### config.mk
export PLATFORM = sky130hd
export DESIGN_NAME = intctl_n
export DESIGN_NICKNAME = d
export VERILOG_FILES = /design/src/rtl/intctl_n.sv
export SDC_FILE = /design/constraint.sdc
export NUM_CORES = 1
export LEC_CHECK = 0
export ABC_AREA = 0
export CAP_MARGIN = 30
export CORE_MARGIN = 5
export CORE_UTILIZATION = 51
export CTS_CLUSTER_DIAMETER = 40
export DETAILED_ROUTE_END_ITERATION = 16
export PLACE_DENSITY = 0.88
export SLEW_MARGIN = 5
export SYNTH_ARGS = -nofsm -noshare
export SYNTH_HDL_FRONTEND = slang
export SYNTH_SLANG_ARGS = --single-unit
export TNS_END_PERCENT = 100
### constraint.sdc
create_clock -name clk -period 5.85 [get_ports clk]
set_input_delay 0.585 -clock clk [delete_from_list [all_inputs] [get_ports clk]]
set_output_delay 0.585 -clock clk [all_outputs]
set_load 0.01 [all_outputs]
### src/rtl/intctl_n.sv
// Z80 IM2 interrupt controller: latches strobe sources into pending requests,
// arbitrates (fixed or round-robin), drives int_n and the acknowledged vector index.
module intctl_n #(
    parameter int NSRC    = 3,
    parameter int INT_LEN = 32
) (
    input  logic            clk,
    input  logic            rst_n,
    input  logic            m1_n,
    input  logic            iorq_n,
    input  logic [NSRC-1:0] int_stbs,
    input  logic [7:0]      din,
    input  logic            ena_wr,
    input  logic            req_wr,
    input  logic            mode_wr,
    output logic [7:0]      req_rd,
    output logic [7:0]      lost_rd,
    output logic            int_n,
    output logic [2:0]      int_vector
);

    typedef enum logic [1:0] {S_IDLE, S_ASSERT, S_HOLD} state_t;

    state_t          state_q, state_d;
    logic [NSRC-1:0] ena_q, ena_d;
    logic [NSRC-1:0] req_q, req_d;
    logic [NSRC-1:0] lost_q, lost_d;
    logic            mode_q, mode_d;
    logic            ack_q, ack_d;
    logic            int_n_q, int_n_d;
    logic [2:0]      vec_q, vec_d;
    logic [2:0]      rr_last_q, rr_last_d;
    logic [7:0]      cnt_q, cnt_d;

    logic [NSRC-1:0] active;
    logic [NSRC-1:0] mask;
    logic [NSRC-1:0] sw_set;
    logic [NSRC-1:0] sw_clr;
    logic [NSRC-1:0] ack_clr;
    logic [2:0]      winner;
    logic            found;
    int              idx;

    assign active = req_q & ena_q;
    assign mask   = din[NSRC-1:0];

    // Round-robin search starts just above the last serviced source and wraps.
    always_comb begin
        winner = '0;
        found  = 1'b0;
        idx    = 0;
        for (int i = 0; i < NSRC; i++) begin
            idx = mode_q ? ((int'(rr_last_q) + 1 + i) % NSRC) : i;
            if (!found && active[idx]) begin
                winner = 3'(idx);
                found  = 1'b1;
            end
        end
    end

    always_comb begin
        state_d   = state_q;
        cnt_d     = cnt_q;
        int_n_d   = int_n_q;
        vec_d     = vec_q;
        rr_last_d = rr_last_q;
        ack_clr   = '0;
        case (state_q)
            S_IDLE: begin
                int_n_d = 1'b1;
                vec_d   = winner;
                if (|active) begin
                    state_d = S_ASSERT;
                    cnt_d   = 8'(INT_LEN - 1);
                    int_n_d = 1'b0;
                end
            end
            S_ASSERT: begin
                if (ack_q) begin
                    // Clear by the frozen vector so a priority change cannot misroute it.
                    for (int k = 0; k < NSRC; k++) ack_clr[k] = (vec_q == 3'(k));
                    rr_last_d = vec_q;
                    int_n_d   = 1'b1;
                    state_d   = S_HOLD;
                end else begin
                    vec_d = winner;
                    if (!(|active) || cnt_q == 8'd0) begin
                        state_d = S_IDLE;
                        int_n_d = 1'b1;
                    end else begin
                        cnt_d   = cnt_q - 8'd1;
                        int_n_d = 1'b0;
                    end
                end
            end
            S_HOLD: begin
                int_n_d = 1'b1;
                if (!ack_q) state_d = S_IDLE;
            end
            default: begin
                state_d = S_IDLE;
                int_n_d = 1'b1;
            end
        endcase
    end

    // A strobe wins over a same-cycle clear and does not count as lost then.
    always_comb begin
        sw_set = (req_wr && din[7])  ? mask : '0;
        sw_clr = (req_wr && !din[7]) ? mask : '0;
        req_d  = (req_q & ~(sw_clr | ack_clr)) | sw_set | int_stbs;
        lost_d = (lost_q & ~sw_clr) | (int_stbs & req_q & ~(sw_clr | ack_clr));
        ena_d  = ena_q;
        if (ena_wr) ena_d = din[7] ? (ena_q | mask) : (ena_q & ~mask);
        mode_d = mode_wr ? din[0] : mode_q;
        ack_d  = !m1_n && !iorq_n;
    end

    always_ff @(posedge clk or negedge rst_n) begin
        if (!rst_n) begin
            state_q   <= S_IDLE;
            ena_q     <= '0;
            req_q     <= '0;
            lost_q    <= '0;
            mode_q    <= 1'b0;
            ack_q     <= 1'b0;
            int_n_q   <= 1'b1;
            vec_q     <= '0;
            rr_last_q <= 3'(NSRC - 1);
            cnt_q     <= '0;
        end else begin
            state_q   <= state_d;
            ena_q     <= ena_d;
            req_q     <= req_d;
            lost_q    <= lost_d;
            mode_q    <= mode_d;
            ack_q     <= ack_d;
            int_n_q   <= int_n_d;
            vec_q     <= vec_d;
            rr_last_q <= rr_last_d;
            cnt_q     <= cnt_d;
        end
    end

    assign req_rd     = 8'(req_q);
    assign lost_rd    = 8'(lost_q);
    assign int_n      = int_n_q;
    assign int_vector = vec_q;

endmodule

==> results of run 1 <==
## cell type report
type	count	share of cell area, %
inverters	21	2.39
multi-input cells	284	62.8
flip-flops and latches	28	21.3
well taps	72	2.73
repair buffers	34	9.47
clock buffers	3	1.25
## cells by family (layout without fill, tap and decap cells)
kind of cell | count (synthesis) | count (layout)
adders and majority gates | 23 | 23
muxes | 17 | 17
DFF | 28 | 28
buffers and inverters | 39 | 58
xor gates and xnor gates | 14 | 14
other | 1 | 10
AOI/OAI and AO/OA | 87 | 87
and+or+nand+nor | 133 | 133
## timing repair
action / 4_1_cts / 5_1_grt
setup buffers: 0 / 3
endpoints found under the setup margin: 0 / 3
resized for setup: 0 / 8
hold endpoints to repair: 0 / 0
## cells in the mapped netlist, drive strengths merged (4+ instances only)
cell | number | area, um^2
a31oi | 6 | 37.5
xnor2 | 7 | 61.3
dfrtp | 26 | 651
and2 | 6 | 41.3
mux2 | 8 | 93.8
a311o | 4 | 40.0
nand3 | 10 | 67.6
mux2i | 9 | 90.1
ha | 23 | 288
nor4 | 4 | 25.0
nor2 | 25 | 93.8
nand2 | 34 | 128
inv | 21 | 78.8
or2 | 5 | 33.8
xor2 | 6 | 52.6
or3 | 9 | 62.6
a21oi | 15 | 75.1
nor3 | 8 | 40.0
o31ai | 5 | 42.5
o21ai | 15 | 75.1
buf | 18 | 146
nand2b | 9 | 56.3
a211oi | 4 | 47.5
## metal layers
metal | vias up | GRT usage [%]
li1 | 1293 | -
met1 | 1252 | 22.4
met2 | 76 | 31.7
met3 | 8 | 1.73
met4 | 0 | 3.74
met5 | - | 0
## where the power goes
group / total (W) / leakage [nW] / switching, W / internal, W
Clock: 0.0000989 / 0.0216 / 0.0000529 / 0.0000461
Combinational: 0.00157 / 1.11 / 0.000842 / 0.000730
Sequential: 0.000293 / 0.320 / 0.0000552 / 0.000238
## how the worst min path moves through the flow
stage / depth (start not counted) / endpoint / from / slack [ps]
final: 1 / flop / flop / 520
after global routing: 1 / flop / flop / 540
after CTS: 1 / flop / flop / 530
after detailed placement: 1 / flop / flop / 510
after global placement: 1 / flop / flop / 500
after floorplan: 0 / async pin / rst_n / 290
## critical path: stages (launching register included)
cell,delay [ps]
dfstp_2,610
inv_1,80
ha_2,320
ha_1,230
and2b_1,220
nor2_1,140
inv_1,60
ha_1,340
or3_2,490
a31oi_2,230
ha_2,250
a211o_4,130
a211o_2,140
xnor2_1,70
ha_1,230
or2_2,310
a221o_1,280
a2111o_1,390
o2111a_2,190
mux2i_1,190
nand2_1,160
o31ai_2,300
## through the flow
step	total power (W)	cells	hold WS [ps]	utilization (%)	area, um^2
4_1_cts	0.00190	439	527	58.6	3240
5_1_grt	0.00214	442	544	59.6	3300
2_1_floorplan	0.00149	351	289	-	2970
6_report	0.00196	442	525	59.6	3300
3_3_place_gp	0.00172	436	501	57.8	3200
3_5_place_dp	0.00179	436	508	57.8	3200
==> metrics.yaml, run 1 <==
run_status: "completed"
overflow: 0
hold_path_class: "reg -> reg"
layout_setup_ws_ps: 376
synth_compound_area_share_pct: 22.6
num_rows: 27
multiInputGateArea_um2: 2070
synth_top_family_by_area: "simple AND/OR/NAND/NOR gates"
hold_violations: 0
port_buffers: 23
synthArstFlopShare_pct: 100
synth.cell_area_um2: 2940
gp_congestion: 0.981
die_h_um: 85.9
ioPinCount: 38
ys_types: 78
drtPass1Iterations: 4
drv_cap: 0
synth-seq-cells: 28
arrival_ps: 5640
cts.sinks: 28
slew_viol_final: 0
regToRegSetupSlack_ps: 380
yosys-mux-area-fraction_pct: 6.27
n_antenna_cell: 0
synthSimpleGateAreaFrac_pct: 24.9
syn_inst: 342
most-common-layout-cells: "nand2_1 (34), nor2_1 (25), dfrtp_1 (25)"
ant_nets: 0
rr_endpoint: "int_vector[0]"
drive_above_1_share_pct: 15.9
core_um2: 5540
fin_crit_ps: 5470
antenna_found_initial: 0
dp_slack_ps: 173
synthAdderAreaFrac_pct: 9.80
ys_warn_count: 0
die_area_um2: 7370
cts.clk_slew.worst_paths_ps: 90
ys_seq_area_share_pct: 24.0
p_leak_nw: 1.45
syn_area_per_cell_um2: 8.58
cts_tree: "built"
via_per_inst: 5.95
wl_met1_um: 2860
wl_per_cell_um: 14.6
rsz0062_at_grt: "false"
skew_ps: 3.31
cp_data_required_time_ps: 6020
synthFlopType: "dfrtp_1"
synth_edf_count: 0
wl_met2_um: 3220
seqCellArea_um2: 704
drt-total-wl_um: 6460
initial_utilization_pct: 53.0
worstSetupEndpointType: "flop"
endpoint: "int_vector[0]"
grt_pass1_vias: 2592
crit_fanout: 7
vias: 2629
dr_wl_met3_um: 307
p_per_area_nw_per_um2: 595
dp_hpwl_um: 5060
clock.fmax_ghz: 0.183
post-route-period-util_pct: 93.6
ctsHoldBuffers: 0
clock_path_buffers: 2
fin_nets: 413
maxSlewHeadroom_pct: 58.6
die_x_um: 85.9
r2r_start: "rr_last_q[1]"
post_synth_xor_area_fraction_pct: 4.69
rr_worst_depth: 21
highest_layer: "met4"
layout_commonest_cell: "nand2_1"
setup_viol: 0
grt_pass1_wl_um: 11100
htree_levels: 1
num-fill-cells: 483
cts_root_buffer: "clkbuf_8"
cts_buffers: 3
grt_max_degree: 29
tightest_slew_ps: 615
start_kind: "flop"
drc: 0
syn_to_final_growth_pct: 12.5
grt_util_all_layers_pct: 17.5
clk_latency_ps: 260
critPathLaunch: "rr_last_q[1]"
path_class: "reg -> reg"
drt_iter0_drc: 173
fin_tns_setup_ps: 0
vdd_ir_drop_max_mv: 0.353
(Power assumes the default switching activity.)
==> inputs of run 2 (changes only) <==
--- a/config.mk
+++ b/config.mk
@@ -6,12 +6,13 @@
 export NUM_CORES = 1
 export LEC_CHECK = 0
 export ABC_AREA = 0
+export ABC_CLOCK_PERIOD_IN_PS = 5850
 export CAP_MARGIN = 30
 export CORE_MARGIN = 5
 export CORE_UTILIZATION = 51
 export CTS_CLUSTER_DIAMETER = 40
 export DETAILED_ROUTE_END_ITERATION = 16
-export PLACE_DENSITY = 0.88
+export PLACE_DENSITY = 0.84
 export SLEW_MARGIN = 5
 export SYNTH_ARGS = -nofsm -noshare
 export SYNTH_HDL_FRONTEND = slang
==> run 2 against run 1 <==
  * Final cell count rose by 0.23%
  * Clock power rose by 52%
  * Combinational power barely moved
  * Sequential power barely moved
  * Non-clock buffer count did not move
==> metrics.yaml, run 2 (synthesized netlist as in run 1, its figures left out) <==
run_status: "completed"
cts.sinks: 28  # unchanged
ioPinCount: 38  # unchanged
arrival_ps: 5780  # +140 ps
cts_root_buffer: "clkbuf_8"
cp_data_required_time_ps: 6020  # about the same
die_area_um2: 7370  # unchanged
fin_crit_ps: 5600  # +130 ps
setup_viol: 0  # unchanged
drc: 0  # unchanged
drv_cap: 0  # unchanged
ant_nets: 0  # unchanged
core_um2: 5540  # unchanged
cts_tree: "built"
die_h_um: 85.9  # unchanged
grt_pass1_wl_um: 11100  # unchanged
slew_viol_final: 0  # unchanged
p_leak_nw: 1.46  # +1.2%
overflow: 0  # unchanged
ctsHoldBuffers: 0  # unchanged
gp_congestion: 0.885  # -9.8%
cts.clk_slew.worst_paths_ps: 90  # about the same
crit_top_cell: "ha_1"
die_x_um: 85.9  # unchanged
drt_iter0_drc: 140  # -19%
syn_to_final_growth_pct: 13.4
tightest_slew_ps: 547  # -67.9 ps
path_class: "reg -> reg"
drive_above_1_share_pct: 15.6  # -0.31 points
drt-total-wl_um: 6450  # about the same
start_kind: "flop"
whs_ps: 514  # -10.2 ps
clock.fmax_ghz: 0.178  # -2.3%
vdd_ir_drop_max_mv: 0.269  # -24%
crit_chain: "inv_1 -> ha_1 -> ha_1 -> and2b_1 -> nor2_1 -> inv_1 -> ha_1 -> or3_2 -> a31oi_4 -> ha_2 -> a211o_1 -> a211o_2 -> xnor2_1 -> ha_1 -> or2_2 -> a221o_1 -> a2111o_1 -> o2111a_2 -> mux2i_1 -> nand2_1 -> o31ai_2"
skew_ps: 4.16  # +0.853 ps
antenna_found_initial: 0  # unchanged
drtPass1Iterations: 4  # unchanged
most-common-layout-cells: "nand2_1 (34), nor2_1 (25), dfrtp_1 (25)"
crit_fanout: 6  # -1
clk_latency_ps: 270  # about the same
worstSetupEndpointType: "flop"
slowest_stage: "dfstp_2"
num_rows: 27  # unchanged
via_per_inst: 5.83  # -2.0%
grt_max_degree: 29  # unchanged
htree_levels: 1  # unchanged
n_antenna_cell: 0  # unchanged
dp_hpwl_um: 4950  # -2.2%
hold_violations: 0  # unchanged
final_cells: 443  # +0.23%
vias: 2583  # -1.7%
wl_per_cell_um: 14.6  # -0.29%
cts_buffers: 3  # unchanged
slowest_delay_ps: 620  # about the same
p_per_area_nw_per_um2: 601  # +1.1%
initial_utilization_pct: 53.0  # unchanged
layout_commonest_cell: "nand2_1"
place_inst: 437  # +0.23%
grt_util_all_layers_pct: 17.6  # +0.11 points
maxSlewHeadroom_pct: 63.2  # +4.6 points
port_buffers: 23  # unchanged
post-route-period-util_pct: 95.8  # +2.2 points
grt_pass1_vias: 2579  # -0.50%
fin_nets: 413  # unchanged
hold_path_class: "reg -> reg"
clock_path_buffers: 2  # unchanged
run 2: layout make-up:
class | instances | area [um^2]
repair buffers | 34 | 313
multi-input cells | 284 | 2070
clock buffers | 3 | 41.3
well taps | 72 | 90.1
inverters | 21 | 78.8
clock inverters | 1 | 30.0
flip-flops and latches | 28 | 704
fillers | 473 | 2210
run 2: through the flow:
step / util [%] / setup WS (ps) / instance area (um^2) / setup TNS, ps / total power, W
after floorplan: - / 417 / 2970 / 0 / 0.00149
after global placement: 57.9 / 427 / 3210 / 0 / 0.00173
after detailed placement: 57.9 / 292 / 3210 / 0 / 0.00178
after CTS: 59.2 / 228 / 3280 / 0 / 0.00194
after global routing: 60.1 / -96.7 / 3330 / -136 / 0.00219
final: 60.1 / 246 / 3330 / 0 / 0.00200
run 2: where the power goes:
part	internal (W)	switching [W]
logic	0.000718	0.000843
clock network	0.0000915	0.0000580
registers	0.000238	0.0000528
run 2: worst paths after layout:
check | from | to | slack [ps] | cells after the start
setup reg to reg | rr_last_q[1] | int_vector[0] | 250 | 21
hold reg to reg | flop | flop | 510 | 1
hold / removal | flop | flop | 510 | 1
min in group asynchronous | rst_n | ack_q | 680 | 2
max in group asynchronous | rst_n | rr_last_q[1] | 4870 | 2
setup / recovery | rr_last_q[1] | int_vector[0] | 250 | 21
run 2: worst max-delay path: cells and delay by family, from the launching register on:
kind	cells	cell delay, ps
buffers and inverters	2	140
DFF	1	620
adders and majority gates	5	1310
and+or+nand+nor	5	1360
xor gates and xnor gates	1	70
AOI/OAI and AO/OA	7	1770
muxes	1	200
run 2: routing by layer:
layer  share of wire, %  vias to the layer above  GRT usage, %
li1                   -                     1299             -
met1                 46                     1210          22.0
met2                 49                       63          31.7
met3                4.6                       11          2.79
met4                1.2                        0          3.74
met5                  0                        -             0
run 2: what timing repair did:
action | CTS | global route
endpoints found under the setup margin | 0 | 3
setup buffers | 0 | 2
gates resized for setup | 0 | 7
==> inputs of run 3 (changes only) <==
--- a/config.mk
+++ b/config.mk
@@ -5,14 +5,14 @@
 export SDC_FILE = /design/constraint.sdc
 export NUM_CORES = 1
 export LEC_CHECK = 0
-export ABC_AREA = 0
+export ABC_AREA = 1
 export ABC_CLOCK_PERIOD_IN_PS = 5850
 export CAP_MARGIN = 30
-export CORE_MARGIN = 5
+export CORE_MARGIN = 8
 export CORE_UTILIZATION = 51
 export CTS_CLUSTER_DIAMETER = 40
 export DETAILED_ROUTE_END_ITERATION = 16
-export PLACE_DENSITY = 0.84
+export PLACE_DENSITY = 0.85
 export SLEW_MARGIN = 5
 export SYNTH_ARGS = -nofsm -noshare
 export SYNTH_HDL_FRONTEND = slang
==> run 3 against run 2 <==
  * Combinational power grew 4%
  * Clock power hardly changed
  * Final cell count increased by 16%
==> metrics.yaml, run 3 <==
yosys.area.top_type: "dfrtp_1"
wl_met1_um: 2530  # -14%
ioPinCount: 38  # unchanged
post-cts-setup-buffers: 0  # unchanged
p_per_area_nw_per_um2: 642  # +6.8%
slowest_delay_ps: 660  # +40 ps
clk_latency_ps: 270  # about the same
vdd_ir_drop_max_mv: 0.376  # +40%
via_per_inst: 5.06  # -13%
ant_nets: 0  # unchanged
arrival_ps: 5430  # -350 ps
syn_area_per_cell_um2: 6.95  # -19%
dr_wl_met3_um: 251  # -15%
port_buffers: 23  # unchanged
synth_area_leaders: "dfrtp_1 (23%), nand2_1 (14%), ha_1 (10%)"
clock.fmax_ghz: 0.190  # +6.6%
cts_resized: 0  # unchanged
skew_ps: 1.89  # -2.27 ps
num_rows: 27  # unchanged
cts_root_buffer: "clkbuf_8"
gp_congestion: 0.776  # -12%
syn_inst: 416  # +22%
path_class: "reg -> reg"
fin_tns_setup_ps: 0  # unchanged
hold_start: "lost_q[2]"
clock_path_buffers: 2  # unchanged
slew_viol_final: 0  # unchanged
cts.sinks: 28  # unchanged
grt_max_degree: 29  # unchanged
ys_seq_area_share_pct: 24.3  # +0.36 points
synth_common_cells: "nand2_1 (107), inv_1 (67), nand3_1 (38), dfrtp_1 (26), ha_1 (23)"
ctsHoldBuffers: 0  # unchanged
die_area_um2: 8330  # +13%
worstHoldEndpoint: "lost_q[2]"
die_x_um: 91.3  # +6.3%
vias: 2597  # +0.54%
synth.most_common_cell: "nand2_1"
n_antenna_cell: 0  # unchanged
grt_pass1_wl_um: 9920  # -11%
antenna_found_initial: 0  # unchanged
grt_pass1_vias: 2457  # -4.7%
rr_worst_depth: 33  # +57%
post-route-period-util_pct: 89.9  # -5.9 points
die_h_um: 91.3  # +6.3%
highest_layer: "met4"
run_status: "completed"
synth-seq-cells: 28  # unchanged
layout_commonest_cell: "nand2_1"
overflow: 0  # unchanged
crit_top_cell: "nand2_1"
rsz0062_at_grt: "false"
rr_endpoint: "int_vector[1]"
htree_levels: 1  # unchanged
layout_setup_ws_ps: 592  # +346 ps
p_leak_nw: 1.71  # +17%
drc: 0  # unchanged
ys_warn_count: 0  # unchanged
setup_viol: 0  # unchanged
cp_data_required_time_ps: 6020  # about the same
synth.cell_area_um2: 2890  # -1.5%
start_kind: "flop"
hold_path_class: "reg -> reg"
drive_above_1_share_pct: 12.5  # -3.2 points
regToRegSetupSlack_ps: 590  # +350 ps
slowest_stage: "dfrtp_1"
dp_slack_ps: 637  # +345 ps
fin_crit_ps: 5260  # -346 ps
cts.clk_slew.worst_paths_ps: 90  # about the same
crit_fanout: 12  # +6
syn_to_final_growth_pct: 11.5
drt-total-wl_um: 5580  # -14%
initial_utilization_pct: 52.5  # -0.47 points
fin_nets: 483  # +17%
worstSetupEndpointType: "flop"
hold_violations: 0  # unchanged
yosysTopAreaCellShare_pct: 22.5  # +0.34 points
most-common-layout-cells: "nand2_1 (107), inv_1 (67), nand3_1 (38)"
synthFlopType: "dfrtp_1"
core_um2: 5510  # -0.61%
synthArstFlopShare_pct: 100  # unchanged
wl_per_cell_um: 10.9  # -25%
grt_util_all_layers_pct: 13.5  # -4.1 points
synth_edf_count: 0  # unchanged
cts_tree: "built"
drv_cap: 0  # unchanged
ys_types: 42  # -46%
worstHoldPathCells: 2  # +1
r2r_start: "rr_last_q[0]"
cts_buffers: 3  # unchanged
dp_hpwl_um: 4600  # -7.1%
drt_iter0_drc: 95  # -32%
wl_met2_um: 2710  # -14%
drtPass1Iterations: 5  # +1
num-fill-cells: 494  # +4.4%
[run 3: layout make-up]
type / instances / area, um^2 / area share (%)
multi-input cells: 314 / 1850 / 57.5
repair buffers: 24 / 238 / 7.37
well taps: 72 / 90.1 / 2.79
clock inverters: 1 / 30.0 / 0.931
flip-flops and latches: 28 / 703 / 21.8
clock buffers: 3 / 41.3 / 1.28
inverters: 71 / 269 / 8.34
[run 3: worst max-delay path, delay by kind of cell, from the launching register on]
family,cells,cell delay (ps)
AOI/OAI and AO/OA,2,320
xor gates and xnor gates,1,190
adders and majority gates,5,1460
buffers and inverters,7,690
DFF,1,660
and+or+nand+nor,18,1830
[run 3: through the flow]
step	power, W	utilization, %	hold slack (ps)	std cells	area, um^2
after global placement	0.00186	57.3	479	509	3150
after CTS	0.00208	58.6	503	513	3220
after detailed placement	0.00191	57.3	476	509	3150
after floorplan	0.00164	-	289	425	2930
final	0.00207	58.6	508	513	3220
after global routing	0.00235	58.6	526	513	3220
[run 3: cell families after synthesis]
kind of cell	count (synthesis)	synth area share [%]
buffers and inverters	83	12.8
AOI/OAI and AO/OA	44	9.09
adders and majority gates	23	9.95
muxes	1	0.346
other	1	0.130
xor gates and xnor gates	6	1.82
and+or+nand+nor	230	41.6
DFF	28	24.3
[run 3: how the worst max path moves through the flow]
stage	startpoint	to	slack, ps	cells past startpoint
final	rr_last_q[0]	int_vector[1]	590	33
after floorplan	rr_last_q[1]	int_vector[1]	1380	35
after global routing	rr_last_q[0]	int_vector[1]	70	33
after global placement	rr_last_q[0]	int_vector[1]	760	33
after CTS	rr_last_q[0]	int_vector[1]	550	33
after detailed placement	rr_last_q[0]	int_vector[1]	640	33
[run 3: layer usage]
layer	global-route usage, %	up-vias
met5	0	-
met4	4.09	0
met3	1.81	8
met2	24.7	58
met1	15.8	1169
li1	-	1362
[run 3: power by group]
part	total, W	leakage, nW	internal (W)	switching, W
Sequential	0.000295	0.318	0.000243	0.0000517
Clock	0.000151	0.0357	0.0000916	0.0000597
Combinational	0.00162	1.36	0.000589	0.00104
